### src/rtl/ecc_pkg.sv
// Shared constants, types and write-list helpers for the ECC APB sequencer.
package ecc_pkg;

    // Register map of the ECC encoder/decoder slave.
    localparam logic [7:0] CTRL_ADDR           = 8'd0;
    localparam logic [7:0] DATA_ADDR           = 8'd4;
    localparam logic [7:0] CODEWORD_WIDTH_ADDR = 8'd8;
    localparam logic [7:0] NOISE_ADDR          = 8'd12;

    typedef enum logic [1:0] {
        OP_ENCODE       = 2'd0,
        OP_DECODE       = 2'd1,
        OP_FULL_CHANNEL = 2'd2
    } op_e;

    typedef enum logic [1:0] {
        W8  = 2'd0,
        W16 = 2'd1,
        W32 = 2'd2
    } width_e;

    typedef enum logic [2:0] {
        ST_IDLE   = 3'd0,
        ST_SETUP  = 3'd1,
        ST_ACCESS = 3'd2,
        ST_WAIT   = 3'd3,
        ST_RESP   = 3'd4
    } seq_state_e;

    // Which register of the write list is being (or will next be) written.
    typedef enum logic [1:0] {
        WR_CW    = 2'd0,
        WR_NOISE = 2'd1,
        WR_DATA  = 2'd2,
        WR_CTRL  = 2'd3
    } wr_sel_e;

    // A job is rejected when its op or width code falls outside the defined encodings.
    function automatic logic job_is_illegal(input logic [1:0] op, input logic [1:0] width);
        logic op_ok;
        logic width_ok;
        op_ok    = (op == OP_ENCODE) || (op == OP_DECODE) || (op == OP_FULL_CHANNEL);
        width_ok = (width == W8) || (width == W16) || (width == W32);
        return !(op_ok && width_ok);
    endfunction

    // First register of the list: width is skipped when the slave already holds it.
    function automatic wr_sel_e first_write(input logic [1:0] op, input logic [1:0] width,
                                            input logic cache_valid, input logic [1:0] cache_width);
        wr_sel_e sel;
        if (!cache_valid || (width != cache_width)) begin
            sel = WR_CW;
        end else if (op == OP_FULL_CHANNEL) begin
            sel = WR_NOISE;
        end else begin
            sel = WR_DATA;
        end
        return sel;
    endfunction

    // Successor in the write list; CTRL is always last.
    function automatic wr_sel_e next_write(input wr_sel_e cur, input logic [1:0] op);
        wr_sel_e sel;
        case (cur)
            WR_CW:    sel = (op == OP_FULL_CHANNEL) ? WR_NOISE : WR_DATA;
            WR_NOISE: sel = WR_DATA;
            WR_DATA:  sel = WR_CTRL;
            WR_CTRL:  sel = WR_CTRL;
            default:  sel = WR_CTRL;
        endcase
        return sel;
    endfunction

endpackage

### src/rtl/apb_write_engine.sv
// Single APB write transfer: SETUP then ACCESS, restartable on the ACCESS cycle
// so consecutive transfers run back-to-back.
module apb_write_engine #(
    parameter int AMBA_WORD       = 32,
    parameter int AMBA_ADDR_WIDTH = 20
) (
    input  logic                       clk,
    input  logic                       rst,
    input  logic                       start,
    input  logic [AMBA_ADDR_WIDTH-1:0] addr,
    input  logic [AMBA_WORD-1:0]       wdata,
    output logic                       psel,
    output logic                       penable,
    output logic                       pwrite,
    output logic [AMBA_ADDR_WIDTH-1:0] paddr,
    output logic [AMBA_WORD-1:0]       pwdata,
    output logic                       done
);

    logic                       psel_r;
    logic                       penable_r;
    logic [AMBA_ADDR_WIDTH-1:0] paddr_r;
    logic [AMBA_WORD-1:0]       pwdata_r;

    // APB phase sequencing; address and data are held from SETUP through ACCESS.
    always_ff @(posedge clk or posedge rst) begin
        if (rst) begin
            psel_r    <= 1'b0;
            penable_r <= 1'b0;
            paddr_r   <= '0;
            pwdata_r  <= '0;
        end else if (start) begin
            psel_r    <= 1'b1;
            penable_r <= 1'b0;
            paddr_r   <= addr;
            pwdata_r  <= wdata;
        end else if (psel_r && !penable_r) begin
            penable_r <= 1'b1;
        end else begin
            psel_r    <= 1'b0;
            penable_r <= 1'b0;
        end
    end

    assign psel    = psel_r;
    assign penable = penable_r;
    assign pwrite  = psel_r;
    assign paddr   = paddr_r;
    assign pwdata  = pwdata_r;
    assign done    = psel_r & penable_r;

endmodule

### src/rtl/ecc_apb_sequencer.sv
// Job-driven APB master for the ECC encoder/decoder slave: writes the job's
// registers, waits for operation_done (with timeout) and returns the result.
module ecc_apb_sequencer
    import ecc_pkg::*;
#(
    parameter int AMBA_WORD       = 32,
    parameter int AMBA_ADDR_WIDTH = 20,
    parameter int DATA_WIDTH      = 32,
    parameter int TIMEOUT_CYCLES  = 64
) (
    input  logic                       clk,
    input  logic                       rst,
    input  logic                       job_valid,
    output logic                       job_ready,
    input  logic [1:0]                 job_op,
    input  logic [1:0]                 job_width,
    input  logic [DATA_WIDTH-1:0]      job_data,
    input  logic [DATA_WIDTH-1:0]      job_noise,
    output logic                       res_valid,
    input  logic                       res_ready,
    output logic [DATA_WIDTH-1:0]      res_data,
    output logic [1:0]                 res_num_err,
    output logic                       res_timeout,
    output logic                       res_illegal,
    output logic [AMBA_ADDR_WIDTH-1:0] PADDR,
    output logic [AMBA_WORD-1:0]       PWDATA,
    output logic                       PSEL,
    output logic                       PENABLE,
    output logic                       PWRITE,
    input  logic                       core_done,
    input  logic [DATA_WIDTH-1:0]      core_data_out,
    input  logic [1:0]                 core_num_err,
    output logic                       busy
);

    localparam int                CNT_W   = (TIMEOUT_CYCLES > 2) ? $clog2(TIMEOUT_CYCLES) : 1;
    localparam logic [CNT_W-1:0]  CNT_MAX = CNT_W'(TIMEOUT_CYCLES - 1);
    localparam logic [CNT_W-1:0]  CNT_ONE = CNT_W'(1);

    seq_state_e                 state_r, state_next;
    wr_sel_e                    wr_sel_r, wr_sel_next;
    logic                       start_s;
    logic                       eng_done_s;
    logic [AMBA_ADDR_WIDTH-1:0] wr_addr_s;
    logic [AMBA_WORD-1:0]       wr_data_s;

    logic [1:0]                 op_r, width_r;
    logic [DATA_WIDTH-1:0]      data_r, noise_r;
    logic [1:0]                 src_op_s, src_width_s;
    logic [DATA_WIDTH-1:0]      src_data_s, src_noise_s;

    logic                       cache_valid_r;
    logic [1:0]                 cache_width_r;
    logic [CNT_W-1:0]           cnt_r;
    logic                       accept_s;
    logic                       illegal_s;
    logic                       expire_s;

    logic                       job_ready_r, busy_r, res_valid_r;
    logic                       res_timeout_r, res_illegal_r;
    logic [DATA_WIDTH-1:0]      res_data_r;
    logic [1:0]                 res_num_err_r;

    assign accept_s  = job_valid && (state_r == ST_IDLE);
    assign illegal_s = job_is_illegal(job_op, job_width);
    assign expire_s  = (cnt_r == CNT_MAX);

    // Job fields come straight from the port on the accept cycle, from the job registers afterwards.
    always_comb begin
        if (state_r == ST_IDLE) begin
            src_op_s    = job_op;
            src_width_s = job_width;
            src_data_s  = job_data;
            src_noise_s = job_noise;
        end else begin
            src_op_s    = op_r;
            src_width_s = width_r;
            src_data_s  = data_r;
            src_noise_s = noise_r;
        end
    end

    // State register.
    always_ff @(posedge clk or posedge rst) begin
        if (rst) begin
            state_r  <= ST_IDLE;
            wr_sel_r <= WR_CW;
        end else begin
            state_r  <= state_next;
            wr_sel_r <= wr_sel_next;
        end
    end

    // Next-state logic and launch of each register write.
    always_comb begin
        state_next  = state_r;
        wr_sel_next = wr_sel_r;
        start_s     = 1'b0;
        case (state_r)
            ST_IDLE: begin
                if (job_valid && illegal_s) begin
                    state_next = ST_RESP;
                end else if (job_valid) begin
                    state_next  = ST_SETUP;
                    wr_sel_next = first_write(job_op, job_width, cache_valid_r, cache_width_r);
                    start_s     = 1'b1;
                end else begin
                    state_next = ST_IDLE;
                end
            end
            ST_SETUP: begin
                state_next = ST_ACCESS;
            end
            ST_ACCESS: begin
                if (wr_sel_r == WR_CTRL) begin
                    state_next = ST_WAIT;
                end else begin
                    state_next  = ST_SETUP;
                    wr_sel_next = next_write(wr_sel_r, op_r);
                    start_s     = 1'b1;
                end
            end
            ST_WAIT: begin
                if (core_done || expire_s) begin
                    state_next = ST_RESP;
                end else begin
                    state_next = ST_WAIT;
                end
            end
            ST_RESP: begin
                if (res_ready) begin
                    state_next = ST_IDLE;
                end else begin
                    state_next = ST_RESP;
                end
            end
            default: begin
                state_next = ST_IDLE;
            end
        endcase
    end

    // Address and zero-extended data for the register about to be written.
    always_comb begin
        case (wr_sel_next)
            WR_CW: begin
                wr_addr_s = AMBA_ADDR_WIDTH'(CODEWORD_WIDTH_ADDR);
                wr_data_s = AMBA_WORD'(src_width_s);
            end
            WR_NOISE: begin
                wr_addr_s = AMBA_ADDR_WIDTH'(NOISE_ADDR);
                wr_data_s = AMBA_WORD'(src_noise_s);
            end
            WR_DATA: begin
                wr_addr_s = AMBA_ADDR_WIDTH'(DATA_ADDR);
                wr_data_s = AMBA_WORD'(src_data_s);
            end
            WR_CTRL: begin
                wr_addr_s = AMBA_ADDR_WIDTH'(CTRL_ADDR);
                wr_data_s = AMBA_WORD'(src_op_s);
            end
            default: begin
                wr_addr_s = '0;
                wr_data_s = '0;
            end
        endcase
    end

    apb_write_engine #(
        .AMBA_WORD       (AMBA_WORD),
        .AMBA_ADDR_WIDTH (AMBA_ADDR_WIDTH)
    ) u_apb_write_engine (
        .clk     (clk),
        .rst     (rst),
        .start   (start_s),
        .addr    (wr_addr_s),
        .wdata   (wr_data_s),
        .psel    (PSEL),
        .penable (PENABLE),
        .pwrite  (PWRITE),
        .paddr   (PADDR),
        .pwdata  (PWDATA),
        .done    (eng_done_s)
    );

    // Job capture and the registered status outputs.
    always_ff @(posedge clk or posedge rst) begin
        if (rst) begin
            op_r        <= 2'd0;
            width_r     <= 2'd0;
            data_r      <= '0;
            noise_r     <= '0;
            job_ready_r <= 1'b1;
            busy_r      <= 1'b0;
        end else begin
            job_ready_r <= (state_next == ST_IDLE);
            busy_r      <= (state_next != ST_IDLE);
            if (accept_s) begin
                op_r    <= job_op;
                width_r <= job_width;
                data_r  <= job_data;
                noise_r <= job_noise;
            end
        end
    end

    // Width cache: set when the width write completes, dropped on timeout.
    always_ff @(posedge clk or posedge rst) begin
        if (rst) begin
            cache_valid_r <= 1'b0;
            cache_width_r <= 2'd0;
        end else if (state_r == ST_ACCESS && wr_sel_r == WR_CW && eng_done_s) begin
            cache_valid_r <= 1'b1;
            cache_width_r <= width_r;
        end else if (state_r == ST_WAIT && !core_done && expire_s) begin
            cache_valid_r <= 1'b0;
        end
    end

    // Timeout counter: cleared on WAIT_DONE entry, advances every waiting cycle.
    always_ff @(posedge clk or posedge rst) begin
        if (rst) begin
            cnt_r <= '0;
        end else if (state_r != ST_WAIT) begin
            cnt_r <= '0;
        end else begin
            cnt_r <= cnt_r + CNT_ONE;
        end
    end

    // Result registers, held from capture until the consumer takes them.
    always_ff @(posedge clk or posedge rst) begin
        if (rst) begin
            res_valid_r   <= 1'b0;
            res_data_r    <= '0;
            res_num_err_r <= 2'd0;
            res_timeout_r <= 1'b0;
            res_illegal_r <= 1'b0;
        end else if (accept_s && illegal_s) begin
            res_valid_r   <= 1'b1;
            res_data_r    <= '0;
            res_num_err_r <= 2'd0;
            res_timeout_r <= 1'b0;
            res_illegal_r <= 1'b1;
        end else if (state_r == ST_WAIT && core_done) begin
            res_valid_r   <= 1'b1;
            res_data_r    <= core_data_out;
            res_num_err_r <= core_num_err;
            res_timeout_r <= 1'b0;
            res_illegal_r <= 1'b0;
        end else if (state_r == ST_WAIT && expire_s) begin
            res_valid_r   <= 1'b1;
            res_data_r    <= '0;
            res_num_err_r <= 2'd0;
            res_timeout_r <= 1'b1;
            res_illegal_r <= 1'b0;
        end else if (state_r == ST_RESP && res_ready) begin
            res_valid_r   <= 1'b0;
            res_data_r    <= '0;
            res_num_err_r <= 2'd0;
            res_timeout_r <= 1'b0;
            res_illegal_r <= 1'b0;
        end
    end

    assign job_ready   = job_ready_r;
    assign busy        = busy_r;
    assign res_valid   = res_valid_r;
    assign res_data    = res_data_r;
    assign res_num_err = res_num_err_r;
    assign res_timeout = res_timeout_r;
    assign res_illegal = res_illegal_r;

endmodule
### config.mk
export PLATFORM = sky130hd
export DESIGN_NAME = ecc_apb_sequencer
export DESIGN_NICKNAME = d
export VERILOG_FILES = /design/src/rtl/ecc_pkg.sv /design/src/rtl/apb_write_engine.sv /design/src/rtl/ecc_apb_sequencer.sv
export SDC_FILE = /design/constraint.sdc
export NUM_CORES = 1
export LEC_CHECK = 0
export CAP_MARGIN = 10
export CORE_MARGIN = 2
export CORE_UTILIZATION = 25
export DETAILED_ROUTE_END_ITERATION = 8
export PLACE_DENSITY_LB_ADDON = 0.1
export SETUP_SLACK_MARGIN = 0.02
export SLEW_MARGIN = 10
export SYNTH_ARGS = -nofsm -noshare
export SYNTH_HDL_FRONTEND = slang
export SYNTH_SLANG_ARGS = --single-unit
### constraint.sdc
create_clock -name clk -period 7.9 [get_ports clk]
set_input_delay 1.975 -clock clk [delete_from_list [all_inputs] [get_ports clk]]
set_output_delay 1.975 -clock clk [all_outputs]
set_load 0.02 [all_outputs]
==> reports/qor.log <==
[synth] Yosys top cell by area dfrtp_1
[critical_path] start of the worst register-to-register path state_r[0]$_DFF_PP0_
[clock_network] clock root buffer master clkbuf_16
[job] maximum capacitance violations 0
[critical_path] most used cell along the critical path buf_4
[clock_network] clock transition time at the flip-flop clock pins of the worst setup and hold paths 60 ps
[cells_and_area] P&R area growth vs syn 36.00%
[timing] worst hold-check slack 471.3 ps
[synth] leading post-synthesis cells by cell area dfrtp_1 (53%), nand2_1 (12%), mux2_2 (10%)
[die] area enclosed by the die boundary 30930 um2
[synth] combinational family with the most area after synthesis simple AND/OR/NAND/NOR gates
[power_and_ir_drop] LEAKAGE 4.472 nW
[timing] Sum Neg Setup Slack 0 ps
[global_routing] global-route wire length before repair 34340 um
[cells_and_area] diode insertion count for antenna repair 0
[synth] Unique masters post-synth 50
[critical_path] flop-to-flop setup slack 4090 ps
[synth] synthesized-area fraction occupied by and/or/nand/nor cells 16.27%
[timing] Final Hold Vio Count 0
[critical_path] reg-to-reg critical path endpoint u_apb_write_engine.pwdata[0]$_DFFE_PP0P_
[synth] register bit total from synthesis 157
[clock_network] buffers inserted during post-CTS setup optimization 0
[cells_and_area] layout cells sized above 1 13.38%
[synth] Compound-Gate Fraction of Synth Area 12.25%
[clock_network] number of hold buffers added after cts 0
[synth] proportion of register bits with asynchronous set or reset after synthesis 100.0%
[synth] average footprint of a synthesized cell 10.24 um2
[timing] maximum achievable frequency 194.1 MHz
[critical_path] maximum cell stage delay along the critical path 720 ps
[synth] share of synthesized area occupied by flip-flops and latches 53.22%
[timing] unrepaired setup endpoints after global routing false
[timing] Final Setup Violations 0
[synth] top-area cell type share of the netlist area 52.86%
[global_routing] number of antenna violations at the first check in global routing 0
[timing] fin crit share 65.21%
[hold_path] Hold Path Depth 2
[placement] area after detailed placement 9442 um2
[detailed_routing] First-pass DRT Iterations 4
[detailed_routing] average via count per standard cell 4.448
[synth] Synth warnings 0
[synth] count of flip-flops with a built-in enable after synthesis 0
[clock_network] Max Root-Sink Buffers 2
[detailed_routing] routed via count 5698
[clock_network] number of H-tree branching levels 4
[critical_path] CP Max Fanout 71
[hold_path] startpoint of the worst hold path data_r[26]$_DFFE_PP0P_
[hold_path] hold path endpoint data_r[26]$_DFFE_PP0P_
[synth] leading register cell type out of synthesis dfrtp_1
[critical_path] Worst R2R Path Depth 11
[detailed_routing] initial drt markers 395
[placement] placer's final routability congestion estimate 0.6976
[die] y dimension of the die 175.9 um
[critical_path] Worst EP arrival 5430 ps
[hold_path] class of the tightest hold or removal check reg2reg
[timing] Slew HR 37.73%
[cells_and_area] post-route cell area 10040 um2
[clock_network] number of buffers inserted during clock tree synthesis 17
[global_routing] maximum number of pins on one net before global-route repair 97
[global_routing] global router's overall resource usage 14.37%
[die] number of rows created at floorplan 62
[cells_and_area] total of fill cells in the finished design 2943
[critical_path] Worst path top cell family by delay buffers and inverters
[timing] measured slew at the worst slew-check pin 934.0 ps
[detailed_routing] Antenna Violating Nets Remaining 0
[run_status] outcome completed
[timing] min cycle time layout 5152 ps
[detailed_routing] number of design rule violations left after detail routing 0
[global_routing] gr ovfl total 0
[placement] Detailed Place HPWL 13620 um
[detailed_routing] WL per Instance 16.86 um
[critical_path] Worst Path Buf+Inv 3
[placement] port bufs 182
[critical_path] Crit. End Element register
[die] width of the die 175.9 um
[synth] commonest cells in the synthesized netlist nand2_1 (242), dfrtp_1 (156), mux2_2 (68)
[clock_network] clock sink total 157
[critical_path] startpoint type of the worst setup path input pin
[clock_network] number of instances resized during post-cts repair 0
[timing] Setup Skew 15.45 ps
[critical_path] CP required 8180 ps
[clock_network] TritonCTS clock tree yes
[global_routing] vias in the first global route 5690
[die] starting utilization of the core area 25.59%
[synth] synthesized netlist cell count 721
[synth] post-synthesis cell area 7385 um2
[timing] final slew viol count 0
[critical_path] Critical-path top delay cell buf_4
[clock_network] Skew-Pair Late Insertion Delay 420 ps
[power_and_ir_drop] power per cell area 436.2 nW/um2
[power_and_ir_drop] maximum VDD drop 162.5 uV
[critical_path] kind of critical path in2reg
[die] core box area 28860 um2
[synth] fraction of synthesized area in multiplexers 10.64%
[detailed_routing] aggregate routed wire length 21600 um
[synth] adder and majority gate portion of the synthesized area 1.355%
[synth] most common cell in the netlist nand2_1
[critical_path] ordered list of cells on the worst path clkdlybuf4s50_1 > nor4b_4 > buf_4 > nand2_1 > nor4b_1 > a211oi_1 > ha_1 > buf_4 > a22oi_1 > mux2i_1 > a2111oi_0 > nor3_1
[synth] fraction of synthesized cell area in xor and xnor cells 0.4744%
[cells_and_area] Net count, final 999
[die] number of I/O pins 201
-- worst max path at each step --
stage,to,from,cells after the start
3_5_place_dp,u_apb_write_engine.pwdata[1]$_DFFE_PP0P_,job_valid,12
2_1_floorplan,busy$_DFF_PP0_,rst,1
4_1_cts,u_apb_write_engine.pwdata[0]$_DFFE_PP0P_,job_valid,12
5_1_grt,u_apb_write_engine.pwdata[1]$_DFFE_PP0P_,job_valid,12
6_report,u_apb_write_engine.pwdata[0]$_DFFE_PP0P_,job_valid,12
3_3_place_gp,u_apb_write_engine.pwdata[0]$_DFFE_PP0P_,job_valid,12
-- through the flow --
stage / instances / power, mW / util [%] / setup WS [ps]
6_report: 1281 / 4.381 / 34.80 / 2748
5_1_grt: 1281 / 4.718 / 34.80 / 2392
4_1_cts: 1281 / 4.460 / 34.80 / 2699
3_5_place_dp: 1249 / 3.576 / 32.72 / 2241
3_3_place_gp: 1249 / 3.572 / 32.72 / 2285
2_1_floorplan: 738 / 2.801 / - / 1692
-- power by group --
part           leakage, nW  internal (mW)  switching [mW]
logic                 2.16          0.974            1.14
registers             2.03           1.18           0.237
clock network        0.288          0.497           0.356
-- cells in the final DEF, fill, tap and decap left out, drive strengths merged, types with 4 or more instances in the layout --
cell	instances
nand2	242
a22o	35
buf	10
clkdlybuf4s50	182
nand3	4
mux2	68
o21ai	33
a21oi	4
ha	8
nor2	15
nor3	5
a22oi	36
clkbuf	22
conb	18
nor3b	4
dfrtp	156
inv	10
-- registers in the layout, indices dropped and copies added (netlist names), 2 cells and up --
register                   flops
res_num_err                    2
wr_sel_r                       2
u_apb_write_engine.paddr       2
cache_width_r                  2
data_r                        32
res_data                      32
noise_r                       32
cnt_r                          6
u_apb_write_engine.pwdata     32
width_r                        2
state_r                        3
op_r                           2
-- layout make-up --
class	count	area, um2	area share, %
sequential	157	3930	39.13
clock buffer	22	474.2	4.722
multi-input combinational	509	3103	30.90
tap	384	480.5	4.784
timing repair buffer	192	1897	18.89
clock inverter	10	127.6	1.271
inverter	7	31.28	0.3114
-- metal layers --
layer / GRT usage, % / up-vias / part of all wire, %
met5: 0 / - / 0
met4: 2.996 / 0 / 0.52
met3: 3.160 / 5 / 4.7
met2: 20.26 / 171 / 41
met1: 22.25 / 2770 / 54
li1: - / 2752 / -
-- worst min-delay path: cells and delay by family (launching register included) --
| kind | cells | cell delay [ps] |
|---|---|---|
| AND/OR/NAND/NOR | 2 | 110 |
| flip-flops | 1 | 340 |
-- kinds of logic (layout without fill, tap and decap cells) --
kind of cell / Yosys count / in the layout
compound gates: 124 / 124
simple gates: 285 / 285
flops: 157 / 157
fa+ha+maj: 8 / 8
mux: 70 / 70
other cells: 1 / 18
xor+xnor: 4 / 4
buf+inv: 72 / 231
(Power assumes the default switching activity.)
